[src/rtl/cmd_draw_edges.sv]
`default_nettype none
// ============================================================================
// Module   : cmd_draw_edges
// Brief    : Walks an edge list, fetches both endpoints from the vertex list and
//            rasterises each edge with Bresenham into VRAM port B.
// Revision : 1.0 - initial release
// ============================================================================
module cmd_draw_edges #(
    parameter int DEPTH      = 1024,
    parameter int FB_W       = 256,
    parameter int FB_H       = 192,
    parameter int SIDE_BYTES = 49152
) (
    input  logic        CLK,
    input  logic        rst,
    input  logic        draw_req_pulse,
    input  logic [10:0] edge_count,
    input  logic        side,
    output logic [9:0]  edge_raddr,
    input  logic [47:0] edge_q,
    output logic [9:0]  vertex_raddr,
    input  logic [63:0] vertex_q,
    output logic [17:0] vram_addr_b,
    output logic [7:0]  vram_data_b,
    output logic        vram_we_b,
    input  logic        vram_stall,
    output logic        BUSY,
    output logic        err_range
);

    localparam logic [2:0] c_ST_IDLE  = 3'd0;
    localparam logic [2:0] c_ST_RD_E  = 3'd1;
    localparam logic [2:0] c_ST_RD_V0 = 3'd2;
    localparam logic [2:0] c_ST_RD_V1 = 3'd3;
    localparam logic [2:0] c_ST_SETUP = 3'd4;
    localparam logic [2:0] c_ST_STEP  = 3'd5;

    logic [2:0]         r_state;
    logic               r_phase;
    logic               r_target;
    logic [10:0]        r_count;
    logic [10:0]        r_edge_idx;
    logic [9:0]         r_v1;
    logic [7:0]         r_colour;
    logic signed [15:0] r_x0, r_y0, r_x1, r_y1;
    logic signed [15:0] r_x, r_y;
    logic signed [17:0] r_dx, r_dy, r_err;
    logic               r_sx_neg, r_sy_neg;

    logic signed [18:0] w_e2, w_dx19, w_dy19;
    logic               w_x_move, w_y_move, w_last, w_count_bad;
    logic signed [17:0] w_err_next, w_ddx, w_ddy, w_adx, w_ady;
    logic signed [15:0] w_nx, w_ny;
    logic [10:0]        w_idx_next;
    logic               w_unused_bits;

    assign w_unused_bits = ^{edge_q[47:40], edge_q[31:26], edge_q[15:10], vertex_q[63:32]};

    function automatic logic f_in_frame(input logic signed [15:0] x, input logic signed [15:0] y);
        return (int'(x) >= 0) && (int'(x) < FB_W) && (int'(y) >= 0) && (int'(y) < FB_H);
    endfunction

    // Out-of-frame coordinates still produce an address; it is simply never written.
    function automatic logic [17:0] f_pix_addr(input logic tgt, input logic signed [15:0] x,
                                               input logic signed [15:0] y);
        int w_sum;
        w_sum = (tgt ? SIDE_BYTES : 0) + int'(y) * FB_W + int'(x);
        return w_sum[17:0];
    endfunction

    always_comb begin
        w_e2     = {r_err, 1'b0};
        w_dx19   = {r_dx[17], r_dx};
        w_dy19   = {r_dy[17], r_dy};
        w_x_move = (w_e2 >= w_dy19);
        w_y_move = (w_e2 <= w_dx19);
        w_err_next = r_err;
        w_nx = r_x;
        w_ny = r_y;
        if (w_x_move) begin
            w_err_next = w_err_next + r_dy;
            w_nx = r_sx_neg ? r_x - 16'sd1 : r_x + 16'sd1;
        end
        if (w_y_move) begin
            w_err_next = w_err_next + r_dx;
            w_ny = r_sy_neg ? r_y - 16'sd1 : r_y + 16'sd1;
        end
        w_last = (r_x == r_x1) && (r_y == r_y1);
        w_ddx  = {{2{r_x1[15]}}, r_x1} - {{2{r_x0[15]}}, r_x0};
        w_ddy  = {{2{r_y1[15]}}, r_y1} - {{2{r_y0[15]}}, r_y0};
        w_adx  = w_ddx[17] ? -w_ddx : w_ddx;
        w_ady  = w_ddy[17] ? -w_ddy : w_ddy;
        w_idx_next  = r_edge_idx + 11'd1;
        w_count_bad = (r_count == 11'd0) || (int'(r_count) > DEPTH);
    end

    always_ff @(posedge CLK) begin
        if (rst) begin
            r_state      <= c_ST_IDLE;
            r_phase      <= 1'b0;
            r_target     <= 1'b0;
            r_count      <= '0;
            r_edge_idx   <= '0;
            r_v1         <= '0;
            r_colour     <= '0;
            r_x0         <= '0;
            r_y0         <= '0;
            r_x1         <= '0;
            r_y1         <= '0;
            r_x          <= '0;
            r_y          <= '0;
            r_dx         <= '0;
            r_dy         <= '0;
            r_err        <= '0;
            r_sx_neg     <= 1'b0;
            r_sy_neg     <= 1'b0;
            edge_raddr   <= '0;
            vertex_raddr <= '0;
            vram_addr_b  <= '0;
            vram_data_b  <= '0;
            vram_we_b    <= 1'b0;
            BUSY         <= 1'b0;
            err_range    <= 1'b0;
        end else begin
            case (r_state)
                c_ST_IDLE: begin
                    vram_we_b <= 1'b0;
                    if (draw_req_pulse) begin
                        r_target   <= ~side;
                        r_count    <= edge_count;
                        err_range  <= (int'(edge_count) > DEPTH);
                        BUSY       <= 1'b1;
                        r_edge_idx <= '0;
                        edge_raddr <= '0;
                        r_phase    <= 1'b0;
                        r_state    <= c_ST_RD_E;
                    end
                end
                // Empty or oversize requests bail out here, giving exactly one BUSY cycle.
                c_ST_RD_E: begin
                    if (!r_phase) begin
                        if (w_count_bad) begin
                            BUSY    <= 1'b0;
                            r_state <= c_ST_IDLE;
                        end else begin
                            r_phase <= 1'b1;
                        end
                    end else begin
                        r_v1         <= edge_q[25:16];
                        r_colour     <= edge_q[39:32];
                        vertex_raddr <= edge_q[9:0];
                        r_phase      <= 1'b0;
                        r_state      <= c_ST_RD_V0;
                    end
                end
                c_ST_RD_V0: begin
                    if (!r_phase) begin
                        r_phase <= 1'b1;
                    end else begin
                        r_x0         <= vertex_q[15:0];
                        r_y0         <= vertex_q[31:16];
                        vertex_raddr <= r_v1;
                        r_phase      <= 1'b0;
                        r_state      <= c_ST_RD_V1;
                    end
                end
                c_ST_RD_V1: begin
                    if (!r_phase) begin
                        r_phase <= 1'b1;
                    end else begin
                        r_x1    <= vertex_q[15:0];
                        r_y1    <= vertex_q[31:16];
                        r_phase <= 1'b0;
                        r_state <= c_ST_SETUP;
                    end
                end
                c_ST_SETUP: begin
                    r_dx        <= w_adx;
                    r_dy        <= -w_ady;
                    r_err       <= w_adx - w_ady;
                    r_sx_neg    <= (r_x1 < r_x0);
                    r_sy_neg    <= (r_y1 < r_y0);
                    r_x         <= r_x0;
                    r_y         <= r_y0;
                    vram_addr_b <= f_pix_addr(r_target, r_x0, r_y0);
                    vram_data_b <= r_colour;
                    vram_we_b   <= f_in_frame(r_x0, r_y0);
                    r_state     <= c_ST_STEP;
                end
                // The pixel on the bus is consumed on a non-stalled cycle; the next one is queued.
                c_ST_STEP: begin
                    if (!vram_stall) begin
                        if (w_last) begin
                            vram_we_b <= 1'b0;
                            if (w_idx_next == r_count) begin
                                BUSY    <= 1'b0;
                                r_state <= c_ST_IDLE;
                            end else begin
                                r_edge_idx <= w_idx_next;
                                edge_raddr <= w_idx_next[9:0];
                                r_phase    <= 1'b0;
                                r_state    <= c_ST_RD_E;
                            end
                        end else begin
                            r_err       <= w_err_next;
                            r_x         <= w_nx;
                            r_y         <= w_ny;
                            vram_addr_b <= f_pix_addr(r_target, w_nx, w_ny);
                            vram_we_b   <= f_in_frame(w_nx, w_ny);
                        end
                    end
                end
                default: begin
                    vram_we_b <= 1'b0;
                    BUSY      <= 1'b0;
                    r_state   <= c_ST_IDLE;
                end
            endcase
        end
    end

endmodule
`default_nettype wire

[config.mk]
export PLATFORM = sky130hd
export DESIGN_NAME = cmd_draw_edges
export DESIGN_NICKNAME = d
export VERILOG_FILES = /design/src/rtl/cmd_draw_edges.sv
export SDC_FILE = /design/constraint.sdc
export NUM_CORES = 1
export LEC_CHECK = 0
export ABC_AREA = 1
export CORE_MARGIN = 2
export CORE_UTILIZATION = 45
export CTS_CLUSTER_SIZE = 40
export DETAILED_ROUTE_END_ITERATION = 10
export GPL_TIMING_DRIVEN = 0
export PLACE_DENSITY = 0.68
export SLEW_MARGIN = 10
export SYNTH_ARGS = -nofsm -noshare
export SYNTH_HDL_FRONTEND = slang
export SYNTH_SLANG_ARGS = --single-unit
[constraint.sdc]
create_clock -name CLK -period 3.9 [get_ports CLK]
set_input_delay 0.585 -clock CLK [delete_from_list [all_inputs] [get_ports CLK]]
set_output_delay 0.585 -clock CLK [all_outputs]
set_load 0.05 [all_outputs]
==> results of run 1 <==
stage by stage:
stage / util / area [µm²] / instances / power [µW]
after floorplan: - / 18700 / 2783 / 6060
after detailed placement: 0.504 / 20600 / 3439 / 7390
after CTS: 0.577 / 23600 / 3582 / 11200
after global placement: 0.504 / 20600 / 3439 / 7290
final: 0.592 / 24200 / 3608 / 11900
after global routing: 0.592 / 24200 / 3607 / 12500
path summary, 6_finish.rpt:
kind | start | to | slack, ns | cells after the start
worst max-delay path | r_dx[12]$_SDFFE_PP0P_ | vram_addr_b[17]$_SDFFE_PP0P_ | -0.51 | 29
worst min-delay path | BUSY$_SDFFE_PP0P_ | BUSY$_SDFFE_PP0P_ | 0.48 | 2
worst max register to register | r_dx[12]$_SDFFE_PP0P_ | vram_addr_b[17]$_SDFFE_PP0P_ | -0.51 | 29
worst min register to register | BUSY$_SDFFE_PP0P_ | BUSY$_SDFFE_PP0P_ | 0.48 | 2
synth_stat cells (5+ instances only):
| library cell | instances | share of area |
|---|---|---|
| inv_2 | 15 | 0.0030 |
| nand3_2 | 6 | 0.0032 |
| dfxtp_1 | 228 | 0.25 |
| nand3_1 | 106 | 0.029 |
| nand2_2 | 15 | 0.0050 |
| buf_4 | 19 | 0.0077 |
| a221oi_1 | 7 | 0.0033 |
| fa_1 | 13 | 0.014 |
| nand4_1 | 36 | 0.012 |
| o211ai_1 | 14 | 0.0057 |
| o22ai_1 | 7 | 0.0024 |
| o21bai_1 | 7 | 0.0028 |
| clkinv_1 | 5 | 0.0010 |
| clkbuf_1 | 82 | 0.017 |
| xor2_1 | 100 | 0.047 |
| xnor2_1 | 30 | 0.014 |
| nor2_2 | 5 | 0.0017 |
| o21ai_0 | 291 | 0.078 |
| a21boi_0 | 5 | 0.0020 |
| nor3_1 | 34 | 0.0091 |
| a21oi_1 | 341 | 0.092 |
| inv_1 | 350 | 0.071 |
| o21ai_1 | 7 | 0.0019 |
| nor4_1 | 11 | 0.0037 |
| nand2_1 | 533 | 0.11 |
| a211oi_1 | 5 | 0.0020 |
| o31ai_1 | 5 | 0.0020 |
| ha_1 | 181 | 0.12 |
| a31oi_1 | 35 | 0.012 |
| nor2_1 | 206 | 0.042 |
| or2_2 | 14 | 0.0047 |
| a21o_1 | 6 | 0.0024 |
worst register-to-register path, delay by kind of cell, from the launching register on:
| kind | cells | cell delay (ns) |
|---|---|---|
| AOI/OAI and AO/OA | 4 | 0.46 |
| xor gates and xnor gates | 2 | 0.39 |
| adders and majority gates | 3 | 0.93 |
| buffers and inverters | 5 | 0.48 |
| DFF | 1 | 0.38 |
| and+or+nand+nor | 15 | 1.66 |
registers in the layout, indices dropped and copies added (netlist names), 2 cells and up:
register,cells
r_edge_idx,2
r_colour,8
r_y,16
vertex_raddr,10
r_dx,18
r_x0,16
r_x1,16
vram_data_b,8
r_x,8
r_count,11
r_y0,16
r_y1,16
r_state,3
r_dy,18
vram_addr_b,18
r_v1,10
edge_raddr,9
r_err,18
power by group:
group          switching, µW  internal [µW]
Sequential              87.8           2430
Combinational           4050           2720
Clock                   1100           1500
Total                   5240           6650
area by class of cell:
class,instances,area [µm²],share of cell area
Multi-Input combinational cell,2074,13700,0.566
Clock buffer,45,825,0.0341
Antenna cell,1,2.50,0.000104
Clock inverter,5,61.3,0.00254
Inverter,372,1430,0.0591
Buffer,108,632,0.0262
Sequential cell,228,4670,0.193
Tap cell,532,666,0.0276
Timing Repair Buffer,243,2200,0.0911
routing by layer:
layer	part of all wire	global-route usage	vias to the layer above
li1	-	-	9801
met1	0.40	0.398	9755
met2	0.44	0.512	1136
met3	0.093	0.0634	289
met4	0.063	0.186	0
met5	0	0	-
cell families after synthesis:
group / after synthesis
xor gates and xnor gates: 136
adders and majority gates: 194
DFF: 228
buffers and inverters: 481
and+or+nand+nor: 993
AOI/OAI and AO/OA: 751
what timing repair did:
action | CTS | global route
gates resized for setup | 308 | 118
cloned | 2 | 0
setup endpoints to repair | 25 | 24
pin swaps | 97 | 86
setup buffers | 93 | 33
==> results by group, run 1 <==
STA
  • Post-route minimum period: 4.41 ns
  • Max Clock Freq: 0.227 GHz
  • Worst hold slack: 0.481 ns
  • Tcrit/Tclk final: 1.13
  • Clock skew: 0.0204 ns
  • Worst setup margin: -0.511 ns
  • Worst-Margin Slew: 1.07 ns
  • Fin Setup TNS: -4.41 ns
  • Max-slew violation count: 0
  • Final Hold Vio Count: 0
  • Unrepaired setup endpoints after global routing: yes
  • Slew headroom: 0.287
  • Setup Viol. Count Final: 15

Clocking
  • Clk_lat worst skew: 0.58 ns
  • CTS tree: yes
  • Cts bufs inserted: 28
  • Hold_buf cts: 0
  • Clock root buffer master: clkbuf_16
  • Htree depth: 1
  • CTS clk-pin slew, worst paths: 0.06 ns
  • Clock Sinks: 228
  • Max Root-Sink Buffers: 3

Route
  • ANT nets after route: 0
  • Initial drt markers: 2377
  • Final WL: 72.6 mm
  • Via/cell ratio: 5.82
  • DRC: 0
  • DR WL/cell: 20.1 µm
  • Routed vias: 21.0k
  • Drt first pass iters: 8

GRT
  • First-pass GRT wire length: 109 mm
  • Vias in the first global route: 19.8k
  • Grt ovf: 0
  • Gr usage total: 0.319
  • Initial antenna violation count: 0
  • Largest net degree at the start of global routing: 18

Finish
  • Most frequent cells in the layout: nand2_1, a21oi_1, inv_1
  • Synth-to-layout area growth: 29.9%
  • Layout cells sized above 1: 0.187
  • Commonest non-fill, non-tap cell in the layout: nand2_1
  • Layout fillers: 3668
  • NumNets Final: 3377

Floorplan
  • Core Region: 40800 µm²
  • Die area: 43000 µm²
  • Die W: 207 µm
  • # rows: 74
  • Height of the die: 207 µm
  • Initial core utilization: 0.456
  • Ports: 177

Logic synthesis
  • Xor/xnor share of the synthesized area: 0.0683
  • Sequential area share after synthesis: 0.245
  • Largest family of logic cells by synthesized area: simple AND/OR/NAND/NOR gates
  • Prevailing post-synth register cell: dfxtp_1
  • Net count after synthesis: 3105
  • Syn_area_per_cell: 6.68 µm²
  • Synthesized area: 18600 µm²
  • Synth Area in Adders: 0.136
  • Synth warnings: 0
  • Synth Register Bits: 228
  • Mapped Cells: 2783
  • Post-synth EDFFs: 0
  • FFs w/ async S/R, synth: 0
  • Post-synth cell types: 65
  • Compound-cell area share of the yosys netlist: 0.217
  • Multiplexer share of the synthesized area: 0
  • Simple-gate share of the synthesized area: 0.232

Setup path
  • CP Launch Type: register
  • WS Path Type: register to register
  • CP bufs+invs: 5
  • WP data required: 4.36 ns
  • CP Capture Type: register
  • Delay-heaviest family, CP: simple AND/OR/NAND/NOR gates
  • CP arrival: 4.87 ns
  • Max FO, Critical Path: 8
  • Slowest stage cell, crit path: fa_2
  • Crit-path max cell delay: 0.41 ns

Pwr
  • Power Density: 492 nW/µm²
  • Peak VDD IR: 0.000389 V
  • Pleak: 0.0113 µW

Job
  • Max Cap Viol: 0

Run status
  • Status: complete, but fails checks
  • Failing checks: negative setup slack

Placement
  • Dpl ws: -1.17 ns
  • Placer Congestion: 1.05
  • IO buf count: 124
  • Hpwl dp: 53.1 mm

Worst hold path
  • Class of the worst hold path: register to register
Note: power is estimated with default switching activity, not from simulation.
==> run 2: changes to the inputs <==
==> constraint.sdc (replaced) <==
create_clock -name CLK -period 3.9 [get_ports CLK]
set_input_delay 0.78 -clock CLK [delete_from_list [all_inputs] [get_ports CLK]]
set_output_delay 0.78 -clock CLK [all_outputs]
set_load 0.05 [all_outputs]
==> results of run 2 <==
No change in the layout: final DEF, timing and power equal those of run 1.
